## src/rtl/alu_pkg.sv

```systemverilog
// alu_pkg: shared widths, opcode and FSM state types for alu_exec_unit
package alu_pkg;
  localparam int DW_DEF = 8;
  localparam int AW_DEF = 4;
  typedef enum logic [2:0] {OP_ADD, OP_SUB, OP_AND, OP_OR, OP_XOR, OP_SHL, OP_SHR, OP_MUL} op_t;
  typedef enum logic [1:0] {IDLE, MUL, WB} state_t;
endpackage

```

## src/rtl/shift_add_mul.sv

```systemverilog
// shift_add_mul: 8-step shift-add multiplier; load captures a/b, step adds one partial product, last flags all steps taken
module shift_add_mul
  import alu_pkg::*;
#(
  parameter int DW = DW_DEF
) (
  input  logic            clk,
  input  logic            reset,
  input  logic            load,
  input  logic            step,
  input  logic [DW-1:0]   a,
  input  logic [DW-1:0]   b,
  output logic [2*DW-1:0] prod,
  output logic            last
);
  logic [2*DW-1:0] acc, mcand;
  logic [DW-1:0]   mplier;
  logic [2:0]      cnt;
  logic            full;
  always_ff @(posedge clk or negedge reset) begin
    if (!reset) begin
      acc    <= '0;
      mcand  <= '0;
      mplier <= '0;
      cnt    <= '0;
      full   <= 1'b0;
    end else if (load) begin
      acc    <= '0;
      mcand  <= {{DW{1'b0}}, a};
      mplier <= b;
      cnt    <= '0;
      full   <= 1'b0;
    end else if (step && !full) begin
      acc    <= acc + (mplier[0] ? mcand : '0);
      mcand  <= mcand << 1;
      mplier <= mplier >> 1;
      cnt    <= cnt + 3'd1;
      full   <= cnt == 3'd7;
    end
  end
  assign prod = acc;
  assign last = full;
endmodule

```

## src/rtl/alu_exec_unit.sv

```systemverilog
// alu_exec_unit: execute stage reading two reg_file operands, running one ALU op (MUL sequential) and writing back with flags
module alu_exec_unit
  import alu_pkg::*;
#(
  parameter int DW = DW_DEF,
  parameter int AW = AW_DEF
) (
  input  logic          clk,
  input  logic          reset,
  input  logic          start,
  input  logic [2:0]    op,
  input  logic [AW-1:0] src1,
  input  logic [AW-1:0] src2,
  input  logic [AW-1:0] dst,
  output logic [AW-1:0] rd_addr1,
  output logic [AW-1:0] rd_addr2,
  input  logic [DW-1:0] val1_in,
  input  logic [DW-1:0] val2_in,
  output logic          write_en,
  output logic [AW-1:0] wr_addr,
  output logic [DW-1:0] val_out,
  output logic          busy,
  output logic          done,
  output logic          carry,
  output logic          zero
);
  state_t state, nxt;
  op_t op_q;
  logic [AW-1:0] s1_q, s2_q, dst_q;
  logic [DW-1:0] a_q, b_q, res;
  logic [2*DW-1:0] prod;
  logic [DW:0] sum, shl, shr;
  logic last, accept, c_res;
  assign accept = state == IDLE && start;
  always_comb nxt = state == IDLE ? (start ? (op == OP_MUL ? MUL : WB) : IDLE)
                  : state == MUL  ? (last ? WB : MUL) : IDLE;
  always_ff @(posedge clk or negedge reset) begin
    if (!reset) begin
      state <= IDLE;
      op_q  <= OP_ADD;
      s1_q  <= '0;
      s2_q  <= '0;
      dst_q <= '0;
      a_q   <= '0;
      b_q   <= '0;
      carry <= 1'b0;
      zero  <= 1'b0;
    end else begin
      state <= nxt;
      if (accept) begin
        op_q  <= op_t'(op);
        s1_q  <= src1;
        s2_q  <= src2;
        dst_q <= dst;
        a_q   <= val1_in;
        b_q   <= val2_in;
      end
      if (state == WB) begin
        carry <= c_res;
        zero  <= res == '0;
      end
    end
  end
  shift_add_mul #(.DW(DW)) u_mul (
    .clk(clk), .reset(reset), .load(accept), .step(state == MUL),
    .a(val1_in), .b(val2_in), .prod(prod), .last(last)
  );
  // The shifted-out bit lands in the extra bit of these widened shifts; a zero shift leaves it 0.
  assign sum = {1'b0, a_q} + {1'b0, b_q};
  assign shl = {1'b0, a_q} << b_q[2:0];
  assign shr = {a_q, 1'b0} >> b_q[2:0];
  always_comb begin
    res   = '0;
    c_res = 1'b0;
    case (op_q)
      OP_ADD: {c_res, res} = sum;
      OP_SUB: begin res = a_q - b_q; c_res = a_q < b_q; end
      OP_AND: res = a_q & b_q;
      OP_OR:  res = a_q | b_q;
      OP_XOR: res = a_q ^ b_q;
      OP_SHL: {c_res, res} = shl;
      OP_SHR: {res, c_res} = shr;
      OP_MUL: begin res = prod[DW-1:0]; c_res = |prod[2*DW-1:DW]; end
    endcase
  end
  assign busy     = state != IDLE;
  assign write_en = state == WB;
  assign done     = write_en;
  assign wr_addr  = write_en ? dst_q : '0;
  assign val_out  = write_en ? res : '0;
  assign rd_addr1 = state == IDLE ? src1 : s1_q;
  assign rd_addr2 = state == IDLE ? src2 : s2_q;
endmodule

```

## config.mk

```make
export PLATFORM = sky130hd
export DESIGN_NAME = alu_exec_unit
export DESIGN_NICKNAME = d
export VERILOG_FILES = /design/src/rtl/alu_pkg.sv /design/src/rtl/shift_add_mul.sv /design/src/rtl/alu_exec_unit.sv
export SDC_FILE = /design/constraint.sdc
export NUM_CORES = 1
export LEC_CHECK = 0
export ABC_AREA = 1
export CORE_ASPECT_RATIO = 0.9
export CORE_MARGIN = 2
export CORE_UTILIZATION = 41
export CTS_CLUSTER_DIAMETER = 100
export DETAILED_ROUTE_END_ITERATION = 8
export SLEW_MARGIN = 20
export SYNTH_ARGS = -nofsm -noshare
export SYNTH_HDL_FRONTEND = slang
export SYNTH_SLANG_ARGS = --single-unit
```

## constraint.sdc

```tcl
create_clock -name clk -period 3.3 [get_ports clk]
set_clock_uncertainty 0.05 [all_clocks]
set_input_delay 0.66 -clock clk [delete_from_list [all_inputs] [get_ports clk]]
set_output_delay 0.66 -clock clk [all_outputs]
set_load 0.005 [all_outputs]
```

==> results.tsv, run 1 <==
metric	value	unit
EDFF count, synth	0	
first-pass GRT wire length	28840	µm
critical path type	reg2out	
placed insts	1095	
min Tclk post-route	3.228	ns
Avg Cell Area, Syn	7.007	µm²
total CTS buffers	9	
R2R depth	12	
Seq cells post-synth	79	
WHS	0.2919	ns
initial core utilization	42.27	%
Seq/Total Area, Yosys	33.15	%
# nets final	997	
vias in the first global route	5394	
Crit Reg-Reg Endpoint	u_mul.prod[10]	
DRC viols	0	
Die Width	131.1	µm
DR vias/cell	5.191	
P per Cell Area	637.0	nW/µm²
total gr overflow	0	
clk buf depth	2	
ant diodes	0	
syn nets	930	
worst rel slew slack	50.07	%
fill cell count	1401	
global placement routability congestion	0.9781	
worst path cell trace	buf_4, inv_6, nand2_1, nand3_1, nand2_1, o21ai_0, nor3_1, nand2_1, o21ai_1, inv_1, clkdlybuf4s50_1	
Clock Latency Late Sink	0.34	ns
worst-margin pin slew	0.7444	ns
Layout area overhead	21.04	%
most frequent cells in the layout	nand2_1, inv_1, nand3_1, o21ai_0, dfrtp_1	
port bufs	58	
placed cell areas	6778	µm²
routed length per instance	15.86	µm
Vert. Die Dim	118.4	µm
status	completed	
HPWL after DPL	13630	µm
CTS root buf	clkbuf_16	
Global Route Usage Sum	23.33	%
worst-path fanout max	10	
post-route cell area	7218	µm²
top_reg_cell synth	dfrtp_1	
post-layout util	51.17	%
final WL	17700	µm
antenna violations before repair	0	
Starting DRT DRC Count	640	
CTS tree	yes	
crit start category	register	
post-route insts no fill	1116	
Clock transition at path regs	0.06	ns
share of layout cells above drive strength 1	10.40	%
Critical Path Stages	11	
CTS Sinks	79	
FMAX	309.8	MHz
leakage power	3.699	nW
area of the mapped netlist	5963	µm²
H-tree levels	3	
yosys warns	0	
RSZ-0062 raised after global routing	yes	
Finish-stage setup viols	0	
vias	5793	
CP endpoint kind	output port	
DIE AREA	15530	µm²
worst r2r src	u_mul.mplier[0]	
Reg2Reg Setup Slack	0.67	ns
largest net degree at the start of global routing	50	
CP required	2.59	ns
worst hold-check path type	in2async	
Final Hold Fails	0	
Max Cap Violations	0	
synth unique cells	49	
max incr delay on CP	0.49	ns
Setup WS pre-CTS	0.1706	ns
Hold-fix buffers, CTS	0	
leading cell type in the layout, fill and taps excluded	nand2_1	
post-synthesis async set-or-reset flop share	100.0	%
VDD IR-drop max	0.3059	mV
cell row count	41	
fin crit share	97.82	%
setup ws final	0.07188	ns
Slew Limit Fails	0	
Core ar.	14110	µm²
cells after synthesis	851	
slowest CP cell	clkdlybuf4s50_1	
Pre-antenna DRT Iters	6	
# IOs	59	
Arr. time, crit path	2.52	ns
delay-heaviest family, CP	buffers and inverters	
Buf+Inv Stages, Crit Path	4	
Final ANT Viol Nets	0	
crit-path most repeated cell	nand2_1	
-- power breakdown --
group	total (W)	switching (W)	internal, W
Sequential	0.00136	0.000184	0.00117
Clock	0.00101	0.000421	0.000591
Combinational	0.00223	0.00137	0.000861
Total	0.00460	0.00197	0.00263
-- per-layer routing --
metal	part of all wire (%)	up-vias	GRT usage, %
met1	48	2628	33.96
met2	42	250	34.44
met4	0.88	0	4.620
li1	-	2903	-
met3	8.8	12	6.821
met5	0	-	0
-- cell usage after synthesis (2+ instances only) --
| cell type | instances | share of area [%] |
|---|---|---|
| nor2_1 | 58 | 3.7 |
| o22ai_1 | 11 | 1.2 |
| o221ai_1 | 7 | 1.0 |
| nand3_1 | 83 | 7.0 |
| inv_4 | 2 | 0.21 |
| inv_2 | 4 | 0.25 |
| or2_2 | 3 | 0.31 |
| a22o_1 | 3 | 0.44 |
| o211ai_1 | 8 | 1.0 |
| inv_1 | 123 | 7.7 |
| buf_6 | 6 | 1.1 |
| xnor2_1 | 2 | 0.29 |
| o21ai_0 | 76 | 6.4 |
| clkbuf_1 | 13 | 0.82 |
| ha_1 | 42 | 8.8 |
| nand4_1 | 12 | 1.3 |
| buf_4 | 3 | 0.38 |
| nor2_2 | 4 | 0.42 |
| nor3_1 | 7 | 0.59 |
| nand3b_1 | 3 | 0.38 |
| nand3_2 | 2 | 0.34 |
| clkinv_1 | 2 | 0.13 |
| inv_6 | 2 | 0.29 |
| dfrtp_1 | 79 | 33 |
| o21bai_1 | 4 | 0.50 |
| nor2_4 | 4 | 0.76 |
| fa_1 | 3 | 1.0 |
| a21oi_1 | 27 | 2.3 |
| nor4_1 | 2 | 0.21 |
| buf_2 | 7 | 0.59 |
| xor2_1 | 4 | 0.59 |
| nand2_1 | 225 | 14 |
| a31oi_1 | 3 | 0.31 |
| nand2_4 | 2 | 0.38 |
-- worst max path at each step --
stage,startpoint,end,slack [ns]
floorplan,b_q[2],val_out[7],0.72
global placement,a_q[6],val_out[7],0.19
detailed placement,a_q[4],val_out[7],0.17
CTS,a_q[4],val_out[7],-0.02
global route,b_q[4],val_out[7],-0.11
finish,b_q[0],val_out[7],0.07
-- state kept, by name, summed over array words and instances, names as in the netlist --
signal and count:
u_mul.mplier 8, op_q 3, state 2, u_mul.cnt 3
b_q 8, u_mul.prod 16, a_q 8, carry 1
zero 1, u_mul.last 1, s2_q 4, u_mul.mcand 16
s1_q 4, dst_q 4
-- per-stage QoR --
step,power (W),setup TNS (ns)
2_1_floorplan,0.002741,0
3_3_place_gp,0.003446,0
3_5_place_dp,0.003436,0
4_1_cts,0.004507,-0.01583
5_1_grt,0.004947,-0.1914
6_report,0.004598,0
-- area by class of cell --
cell class / instances / area (µm²) / area share (%)
Tap cell: 193 / 241.5 / 3.345
Sequential cell: 79 / 1988 / 27.54
Clock buffer: 10 / 229.0 / 3.172
Inverter: 133 / 514.2 / 7.124
Timing Repair Buffer: 86 / 794.5 / 11.01
Clock inverter: 6 / 66.31 / 0.9187
Multi-Input combinational cell: 609 / 3385 / 46.89
-- what timing repair did --
action,in CTS,in global routing
endpoints found under the setup margin,6,7
gates resized for setup,14,21
setup buffers,1,4
pin swaps,3,5
-- cells by family (layout without fill, tap and decap cells) --
family | after synthesis | in the layout | synth area share [%]
flops | 79 | 79 | 33.15
buf+inv | 163 | 235 | 11.60
xor+xnor | 6 | 6 | 0.8812
simple gates | 411 | 411 | 30.42
fa+ha+maj | 45 | 45 | 9.820
compound gates | 147 | 147 | 14.12
(Power assumes the default switching activity.)
==> run 2, diff against run 1 <==
--- a/config.mk
+++ b/config.mk
@@ -8,7 +8,7 @@
 export ABC_AREA = 1
 export CORE_ASPECT_RATIO = 0.9
 export CORE_MARGIN = 2
-export CORE_UTILIZATION = 41
+export CORE_UTILIZATION = 42
 export CTS_CLUSTER_DIAMETER = 100
 export DETAILED_ROUTE_END_ITERATION = 8
 export SLEW_MARGIN = 20
==> constraint.sdc (replaced) <==
create_clock -name clk -period 4.1 [get_ports clk]
set_clock_uncertainty 0.05 [all_clocks]
set_input_delay 0.82 -clock clk [delete_from_list [all_inputs] [get_ports clk]]
set_output_delay 0.82 -clock clk [all_outputs]
set_load 0.005 [all_outputs]
==> results.tsv, run 2 (same netlist as run 1, synthesis figures left out) <==
metric	value	unit
vias in the first global route	5001	
clk buf depth	2	
slowest CP cell	dfrtp_1	
fin crit share	95.19	%
Die Width	129.6	µm
HPWL after DPL	12950	µm
DR vias/cell	5.120	
post_cts resized	0	
crit start category	register	
worst path cell trace	inv_2, ha_1, a21oi_1, nand2_1, nand4_1, nand2_1, nand2_1, a21oi_1, o21ai_0, inv_1, clkdlybuf4s50_1	
ant diodes	0	
Critical Path Stages	11	
final WL	16970	µm
antenna violations before repair	0	
Slew Limit Fails	0	
largest net degree at the start of global routing	38	
total gr overflow	0	
status	completed	
fill cell count	1445	
P per Cell Area	500.9	nW/µm²
worst-path fanout max	9	
Pre-antenna DRT Iters	5	
most frequent cells in the layout	nand2_1, inv_1, nand3_1, dfrtp_1, o21ai_0	
routed length per instance	15.51	µm
Vert. Die Dim	117.0	µm
Finish-stage setup viols	0	
global placement routability congestion	0.9492	
H-tree levels	3	
port bufs	58	
DIE AREA	15170	µm²
Starting DRT DRC Count	448	
Core ar.	13950	µm²
critical path type	reg2out	
Clock transition at path regs	0.06	ns
min Tclk post-route	3.903	ns
Max Cap Violations	0	
multi-input logic area	3294	µm²
first-pass GRT wire length	27010	µm
CP endpoint kind	output port	
Global Route Usage Sum	23.31	%
Arr. time, crit path	3.03	ns
delay-heaviest family, CP	buffers and inverters	
Buf+Inv Stages, Crit Path	3	
leading cell type in the layout, fill and taps excluded	nand2_1	
cell row count	41	
share of layout cells above drive strength 1	5.438	%
Final ANT Viol Nets	0	
WHS	0.3607	ns
# IOs	59	
Seq. cell area	1977	µm²
worst rel slew slack	37.18	%
crit-path most repeated cell	nand2_1	
Layout area overhead	16.28	%
post-CTS setup buffers	0	
vias	5601	
CP required	3.23	ns
FMAX	256.2	MHz
worst hold-check path type	in2async	
R2R depth	13	
RSZ-0062 raised after global routing	no	
# nets final	975	
Final Hold Fails	0	
VDD IR-drop max	0.2565	mV
post-route setup TNS	0	ns
CTS Sinks	79	
total CTS buffers	9	
Reg2Reg Setup Slack	1.51	ns
Clock Latency Late Sink	0.35	ns
CTS root buf	clkbuf_16	
initial core utilization	42.74	%
Hold-fix buffers, CTS	0	
worst-margin pin slew	0.9366	ns
max incr delay on CP	0.54	ns
leakage power	3.526	nW
DRC viols	0	
CTS tree	yes	
[run 2: changes by cell type in the layout (fill, tap and decap cells not counted), sizes merged]
cell	previous run	this run
buf	29	7
bufinv	1	0
clkbuf	10	11
clkdlybuf4s50	53	57
clkinv	5	4
clkinvlp	0	2
dlygate4sd2	1	0
dlymetal6s2s	3	0
inv	133	132
[run 2: worst paths after layout]
check,startpoint,endpoint
max,b_q[2],val_out[7]
max reg2reg,u_mul.mplier[0],u_mul.prod[10]
min in group clk,carry,carry
max in group asynchronous,reset,u_mul.mcand[11]
min reg2reg,carry,carry
min,reset,u_mul.prod[10]
[run 2: final cells by class]
type | count | area share (%)
clock buffers | 11 | 3.501
inverters | 133 | 7.416
flip-flops and latches | 79 | 28.51
well taps | 193 | 3.483
clock inverters | 5 | 0.5955
multi-input cells | 609 | 47.51
repair buffers | 64 | 8.986
[run 2: per-layer routing]
layer	vias to the layer above	track usage [%]	wire length, µm
li1	2861	-	-
met1	2534	35.23	8411
met2	183	32.36	6865
met3	23	5.545	1348
met4	0	8.029	346
met5	-	0	0
[run 2: report_power, final]
part	internal [W]	leakage, nW	switching [W]
combinational	0.000577	2.37	0.000993
clock	0.000431	0.132	0.000342
sequential	0.000940	1.02	0.000191
[run 2: per-stage QoR]
step	cell area (µm²)	util, %	cells	setup slack (ns)	total power [W]
global route	6934	49.70	1094	0.01494	0.003749
detailed placement	6650	47.66	1078	0.6555	0.002688
CTS	6934	49.70	1094	0.2627	0.003478
floorplan	5963	-	851	1.362	0.002206
finish	6934	49.70	1094	0.1971	0.003473
global placement	6650	47.66	1078	0.6412	0.002700
==> run 3, diff against run 2 <==
==> constraint.sdc (replaced) <==
create_clock -name clk -period 4.45 [get_ports clk]
set_clock_uncertainty 0.05 [all_clocks]
set_input_delay 0.89 -clock clk [delete_from_list [all_inputs] [get_ports clk]]
set_output_delay 0.89 -clock clk [all_outputs]
set_load 0.005 [all_outputs]
==> results.tsv, run 3 (same netlist as run 1, synthesis figures left out) <==
metric	value	unit
worst path cell trace	inv_4, fa_1, nand4_1, nand3_1, nand2_1, nand3_1, nand2_1, nand2_1, nor2_1, clkdlybuf4s50_1	
# IOs	59	
FMAX	254.3	MHz
HPWL after DPL	12650	µm
slowest CP cell	dfrtp_1	
antenna violations before repair	0	
min Tclk post-route	3.932	ns
post-route insts no fill	1092	
max incr delay on CP	0.74	ns
worst rel slew slack	45.20	%
DR vias/cell	5.157	
critical path type	reg2out	
clk buf depth	2	
DIE AREA	15170	µm²
Clock transition at path regs	0.06	ns
Seq. cell area	1977	µm²
P per Cell Area	465.0	nW/µm²
share of layout cells above drive strength 1	5.339	%
DRC viols	0	
worst hold-check path type	reg2reg	
vias in the first global route	5149	
placed insts	1076	
Max Cap Violations	0	
status	completed	
Core ar.	13950	µm²
Arr. time, crit path	2.99	ns
leading cell type in the layout, fill and taps excluded	nand2_1	
# nets final	973	
total gr overflow	0	
Hold-fix buffers, CTS	0	
routed length per instance	15.13	µm
post_cts resized	0	
CTS tree	yes	
crit-path most repeated cell	nand2_1	
fin crit share	88.35	%
CTS Sinks	79	
leakage power	3.531	nW
initial core utilization	42.74	%
most frequent cells in the layout	nand2_1, inv_1, nand3_1, dfrtp_1, o21ai_0	
first-pass GRT wire length	27020	µm
Global Route Usage Sum	22.97	%
largest net degree at the start of global routing	61	
Vert. Die Dim	117.0	µm
worst-margin pin slew	0.8200	ns
total CTS buffers	9	
Final Hold Fails	0	
Layout area overhead	16.34	%
Pre-antenna DRT Iters	5	
Final ANT Viol Nets	0	
Slew Limit Fails	0	
fill cell count	1448	
post-CTS setup buffers	0	
crit start category	register	
Reg2Reg Setup Slack	1.46	ns
H-tree levels	3	
worst-path fanout max	21	
global placement routability congestion	1.044	
post-layout util	49.72	%
CP endpoint kind	output port	
Starting DRT DRC Count	454	
vias	5631	
RSZ-0062 raised after global routing	no	
port bufs	58	
VDD IR-drop max	0.3112	mV
multi-input logic area	3294	µm²
Finish-stage setup viols	0	
Die Width	129.6	µm
cell row count	41	
Clock Latency Late Sink	0.34	ns
CTS root buf	clkbuf_16	
CP required	3.51	ns
post-route setup TNS	0	ns
final WL	16520	µm
ant diodes	0	
-- run 3: final timing paths --
path | cells after the start | startpoint | endpoint
setup / recovery | 10 | b_q[1] | val_out[6]
hold / removal | 2 | zero | zero
setup reg to reg | 7 | state[1] | u_mul.cnt[2]
hold reg to reg | 2 | zero | zero
max in group asynchronous | 2 | reset | u_mul.mcand[9]
min in group asynchronous | 1 | reset | u_mul.prod[13]
-- run 3: layout make-up --
| class | instances | share of cell area (%) |
|---|---|---|
| well taps | 193 | 3.481 |
| flip-flops and latches | 79 | 28.49 |
| clock inverters | 7 | 1.118 |
| multi-input cells | 609 | 47.48 |
| inverters | 133 | 7.412 |
| repair buffers | 62 | 8.765 |
| clock buffers | 9 | 3.246 |
-- run 3: worst max-delay path, delay by kind of cell, from the launching register on --
family / cells / cell delay (ns)
simple gates: 7 / 0.67
fa+ha+maj: 1 / 0.51
flops: 1 / 0.74
buf+inv: 2 / 0.73
-- run 3: power by group --
part,switching [W],leakage (nW),internal [W],total [W]
clock,0.000314,0.147,0.000440,0.000754
combinational,0.000893,2.37,0.000526,0.00142
sequential,0.000187,1.02,0.000865,0.00105
-- run 3: layer usage --
layer	track usage (%)	share of wire [%]
met1	34.93	51
met2	32.25	40
met3	5.409	7.4
met4	6.810	1.8
met5	0	0
-- run 3: metrics by stage --
stage	area (µm²)	hold slack [ns]	setup slack [ns]	total power (W)
after global routing	6938	0.4727	0.2541	0.003496
after floorplan	5963	0.4034	1.642	0.002033
after CTS	6938	0.4346	0.5372	0.003235
after global placement	6635	0.4161	0.9383	0.002477
final	6938	0.4328	0.5184	0.003226
after detailed placement	6635	0.4167	0.9177	0.002458
